## src/rtl/dbu_ctrl.sv

```systemverilog
// Debug-unit controller: gates the CPU run enable for continuous or single-step
// execution, drives the memory/register browse pointer and selects the display word.
module dbu_ctrl #(
   parameter int STATUS_W     = 247,
   parameter int WIDTH        = 32,
   parameter int IRW_BIT      = 239,
   parameter int MAX_STEP_CYC = 16
) (
   input  logic                clk,
   input  logic                rst,
   input  logic                succ,
   input  logic                step,
   input  logic                inc,
   input  logic                dec,
   input  logic                m_rf,
   input  logic [2:0]          sel,
   input  logic [STATUS_W-1:0] status,
   input  logic [WIDTH-1:0]    m_data,
   input  logic [WIDTH-1:0]    rf_data,
   output logic                run,
   output logic [7:0]          m_rf_addr,
   output logic [WIDTH-1:0]    disp,
   output logic [15:0]         led,
   output logic                step_busy,
   output logic                step_err
);

   localparam int CNT_W  = $clog2(MAX_STEP_CYC) + 1;
   localparam int SGN_LO = 7 * WIDTH;

   typedef enum logic [1:0] {IDLE, STEP_FIRST, STEP_RUN} state_t;

   // Synchronizer bit order: {m_rf, dec, inc, step, succ}; the third stage
   // only covers the bits that need edge or change detection.
   logic [4:0] sync1_reg, sync2_reg;
   logic [4:1] sync3_reg;

   always_ff @(posedge clk) begin
      if (rst) begin
         sync1_reg <= '0;
         sync2_reg <= '0;
         sync3_reg <= '0;
      end else begin
         sync1_reg <= {m_rf, dec, inc, step, succ};
         sync2_reg <= sync1_reg;
         sync3_reg <= sync2_reg[4:1];
      end
   end

   logic succ_s, m_rf_s, step_pulse, inc_pulse, dec_pulse, m_rf_chg, ir_write;
   assign succ_s     = sync2_reg[0];
   assign m_rf_s     = sync2_reg[4];
   assign step_pulse = sync2_reg[1] & ~sync3_reg[1];
   assign inc_pulse  = sync2_reg[2] & ~sync3_reg[2];
   assign dec_pulse  = sync2_reg[3] & ~sync3_reg[3];
   assign m_rf_chg   = sync2_reg[4] ^ sync3_reg[4];
   assign ir_write   = status[IRW_BIT];

   // Step sequencer
   state_t           state_reg, state_next;
   logic [CNT_W-1:0] cnt_reg, cnt_next;
   logic             err_reg, err_next;

   always_ff @(posedge clk) begin
      if (rst) begin
         state_reg <= IDLE;
         cnt_reg   <= '0;
         err_reg   <= 1'b0;
      end else begin
         state_reg <= state_next;
         cnt_reg   <= cnt_next;
         err_reg   <= err_next;
      end
   end

   always_comb begin
      state_next = state_reg;
      cnt_next   = cnt_reg;
      err_next   = err_reg;
      if (succ_s) begin
         state_next = IDLE;
      end else begin
         case (state_reg)
            IDLE: begin
               if (step_pulse) begin
                  state_next = STEP_FIRST;
                  cnt_next   = '0;
                  err_next   = 1'b0;
               end
            end
            STEP_FIRST: begin
               // The fetch at which the step started is executed even though
               // ir_write is already high here.
               state_next = STEP_RUN;
               cnt_next   = cnt_reg + 1'b1;
            end
            STEP_RUN: begin
               if (ir_write) begin
                  state_next = IDLE;
               end else if (cnt_reg == CNT_W'(MAX_STEP_CYC - 1)) begin
                  state_next = IDLE;
                  err_next   = 1'b1;
               end else begin
                  cnt_next = cnt_reg + 1'b1;
               end
            end
            default: state_next = IDLE;
         endcase
      end
   end

   assign run       = succ_s | (state_reg == STEP_FIRST) | ((state_reg == STEP_RUN) & ~ir_write);
   assign step_busy = (state_reg != IDLE);
   assign step_err  = err_reg;

   // Browse pointer; register mode wraps within 32 entries.
   logic [7:0] addr_reg, addr_next;
   logic [4:0] reg_inc, reg_dec;
   assign reg_inc = addr_reg[4:0] + 5'd1;
   assign reg_dec = addr_reg[4:0] - 5'd1;

   always_comb begin
      addr_next = addr_reg;
      if (m_rf_chg) begin
         addr_next = '0;
      end else if ((sel == 3'd0) && (inc_pulse ^ dec_pulse)) begin
         if (m_rf_s)
            addr_next = inc_pulse ? addr_reg + 8'd1 : addr_reg - 8'd1;
         else
            addr_next = {3'b000, inc_pulse ? reg_inc : reg_dec};
      end
   end

   always_ff @(posedge clk) begin
      if (rst) addr_reg <= '0;
      else     addr_reg <= addr_next;
   end

   assign m_rf_addr = addr_reg;

   // field[0] = next_PC ... field[6] = mdr
   logic [WIDTH-1:0] field [0:6];
   generate
      for (genvar gi = 0; gi < 7; gi++) begin : g_field
         assign field[gi] = status[WIDTH*(7-gi)-1 -: WIDTH];
      end
   endgenerate

   always_comb begin
      disp = field[0];
      case (sel)
         3'd0:    disp = m_rf_s ? m_data : rf_data;
         3'd1:    disp = field[0];
         3'd2:    disp = field[1];
         3'd3:    disp = field[2];
         3'd4:    disp = field[3];
         3'd5:    disp = field[4];
         3'd6:    disp = field[5];
         default: disp = field[6];
      endcase
   end

   assign led = (sel == 3'd0) ? {7'b0, m_rf_s, addr_reg} : status[SGN_LO+15:SGN_LO];

   logic unused_sgn_hi;
   assign unused_sgn_hi = ^status[STATUS_W-1:SGN_LO+16];

endmodule

```

## config.mk

```make
export PLATFORM = sky130hd
export DESIGN_NAME = dbu_ctrl
export DESIGN_NICKNAME = d
export VERILOG_FILES = /design/src/rtl/dbu_ctrl.sv
export SDC_FILE = /design/constraint.sdc
export NUM_CORES = 1
export LEC_CHECK = 0
export BUFFER_PORTS_ARGS = -buffer_cell sky130_fd_sc_hd__buf_2
export CORE_AREA = 2 2 146 148
export CTS_CLUSTER_DIAMETER = 40
export DETAILED_ROUTE_END_ITERATION = 12
export DIE_AREA = 0 0 148 150
export PLACE_DENSITY = 0.5
export REMOVE_ABC_BUFFERS = 1
export SYNTH_ARGS = -nofsm -noshare
export SYNTH_HDL_FRONTEND = slang
export SYNTH_SLANG_ARGS = --single-unit
```

## constraint.sdc

```tcl
create_clock -name clk -period 2.1 [get_ports clk]
set_input_delay 0.105 -clock clk [delete_from_list [all_inputs] [get_ports clk]]
set_output_delay 0.105 -clock clk [all_outputs]
set_load 0.005 [all_outputs]
```

==> results.json <==
{
  "final_common_cell": "buf_2",
  "wl_met1_um": 9205,
  "drive_gt1_share_pct": 49.48,
  "route.vias.total": 5831,
  "clock_skew_ps": 3.723,
  "final_nets": 1294,
  "synth-seq-cells": 30,
  "routed_wl_um": 22190,
  "wl_met2_um": 11030,
  "syn_avg_cell_area_um2": 7.084,
  "cts_root_buf": "clkbuf_16",
  "rsz0062_at_grt": "no",
  "r2r_cells": 8,
  "grt_usage_pct": 18.11,
  "arrival_ps": 1910,
  "worstHoldPathCells": 2,
  "cp_top_family": "buffers and inverters",
  "synth_top_cell_area_share_pct": 14.80,
  "static-leakage-power_nw": 3.323,
  "pre_cts_slack_ps": -76.68,
  "antenna_left": 0,
  "antenna_found_initial": 7,
  "ys.flop_type": "dfxtp_1",
  "highest_layer": "met4",
  "fin_ws_ps": 82.05,
  "io_buffers": 372,
  "criticalPathCategory": "reg2out",
  "vias_per_cell": 4.691,
  "final_cell_mix": "buf_2 (371), nand2_1 (78), nor2_1 (63), a21oi_1 (48), mux2i_1 (47)",
  "drv_cap": 0,
  "fp.dieH_um": 150,
  "fin_util_pct": 33.12,
  "area_growth_pct": 68.83,
  "end_kind": "output pin",
  "drtIter0Drc": 236,
  "insertion_delay_ps": 280,
  "grt_start_max_net_pins": 42,
  "io_pins": 380,
  "numCtsBuffers": 5,
  "stdcell_count": 1243,
  "yosysUniqueCellTypes": 56,
  "fp.coreArea_um2": 20690,
  "grt_first_pass_wirelength_um": 31190,
  "routabilityCongestion": 0.8531,
  "clock_sinks": 30,
  "crit_chain": "buf_4 -> clkbuf_16 -> mux2i_1 -> o21ai_0 -> o22a_1 -> buf_2",
  "synth_cells": 573,
  "cts_tree": "done",
  "die-area_um2": 22200,
  "crit_path_max_fanout": 10,
  "routedWlPerCell_um": 17.85,
  "worst_slew_pin_slew_ps": 732.6,
  "yosys-top-cells-area": "dfxtp_1 (15%), mux2i_1 (12%), nand2_1 (7.2%)",
  "maxSlewViolCount": 0,
  "synth_area_leader_cell": "dfxtp_1",
  "clk_pin_slew_ps": 50,
  "synth_edf_count": 0,
  "path_depth": 6,
  "status": "complete, no violations",
  "p_per_area_nw_per_um2": 406.1,
  "overflow": 0,
  "start_util_pct": 19.62,
  "cts_buffer_depth": 2,
  "holdCritPathClass": "in2reg",
  "drc_errors": 0,
  "dr_wl_met3_um": 1653,
  "hold_ws_ps": 36.10,
  "cpMaxStageDelayCell": "dfxtp_4",
  "finalCritPeriodShare_pct": 96.09,
  "row_count": 53,
  "setup_violations": 0,
  "relSlewSlack_pct": 50.98,
  "dr.pass1.iters": 4,
  "dp_hpwl_um": 18240,
  "cts_htree_levels": 2,
  "syn-cell-area_um2": 4059,
  "die_w_um": 148,
  "largest_reg_flops": 8,
  "synthArstFlopShare_pct": 0,
  "hold_viol": 0,
  "cpPeakStageDelay_ps": 450,
  "grt_pass1_vias": 5650,
  "place_inst": 1219,
  "holdBufCountCts": 0,
  "synthesis.yosys.warnings": 0,
  "layout_min_cycle_time_ps": 2018,
  "timing.fmax_mhz": 495.6,
  "required_ps": 2000,
  "critPathBufInv": 3,
  "irDropWorstVdd_v": 0.0003964,
  "startpoint_type": "flop",
  "yosysSeqAreaShare_pct": 14.80
}
==> synthesized netlist by cell type, drive strengths merged, types with 2 or more instances <==
master / count
a2111oi: 6
a211oi: 6
a21o: 4
a21oi: 50
a221o: 4
a221oi: 9
a222oi: 2
a22oi: 11
a31oi: 6
and2: 3
and3: 4
buf: 30
clkbuf: 16
dfxtp: 30
ha: 13
inv: 14
mux2: 17
mux2i: 47
mux4: 6
nand2: 79
nand2b: 5
nand3: 9
nand4b: 3
nor2: 63
nor2b: 24
nor3: 3
nor3b: 2
o21a: 4
o21ai: 55
o22a: 8
o22ai: 14
o2bb2ai: 2
o32a: 5
or3: 2
xnor2: 6
==> logic make-up (layout without fill, tap and decap cells) <==
kind of cell               Yosys count  in the layout  share of synthesized area (%)
AOI/OAI and AO/OA                  194            194                          31.04
buffers and inverters               60            447                          6.628
other                                0              8                              0
adders and majority gates           14             14                          4.501
xor gates and xnor gates             6              6                          1.295
muxes                               70             70                          19.64
DFF                                 30             30                          14.80
and+or+nand+nor                    199            199                          22.10
==> metal layers <==
metal  vias up  track usage [%]
met1      2663            23.00
met5         -                0
met3        20            2.988
li1       2888                -
met2       260            31.83
met4         0            4.619
==> metrics by stage <==
| step | total power [mW] | setup TNS, ps | cell area [um2] |
|---|---|---|---|
| floorplan | 1.112 | -3900 | 3842 |
| global placement | 1.788 | -81.78 | 6452 |
| detailed placement | 1.795 | -125.3 | 6452 |
| CTS | 2.786 | 0 | 6674 |
| global route | 2.952 | 0 | 6848 |
| finish | 2.783 | 0 | 6853 |
==> timing repair <==
action                     in CTS  in global routing
buffers inserted                0                  7
setup endpoints to repair      12                 12
gates resized for setup         7                 19
gates cloned                    0                  1
pin swaps                       2                 12
==> power by group <==
group	internal, mW	switching (mW)
clock network	0.712	0.260
logic	0.627	0.582
registers	0.588	0.0147
==> layout make-up <==
| type | count | area (um2) |
|---|---|---|
| Fill cell | 2323 | 13840 |
| Inverter | 14 | 52.55 |
| Timing Repair Buffer | 425 | 2350 |
| Sequential cell | 30 | 606.8 |
| Tap cell | 275 | 344.1 |
| Antenna cell | 8 | 20.02 |
| Multi-Input combinational cell | 483 | 3281 |
| Clock buffer | 6 | 138.9 |
| Clock inverter | 2 | 60.06 |
==> final timing paths <==
path | startpoint | end | slack [ps]
max | sync2_reg[4] | disp[1] | 80
min | succ | sync1_reg[0] | 40
max reg2reg | sync3_reg[2] | m_rf_addr[7] | 90
min reg2reg | sync1_reg[1] | sync2_reg[1] | 430
No activity file was read; power rests on OpenSTA's default activity.
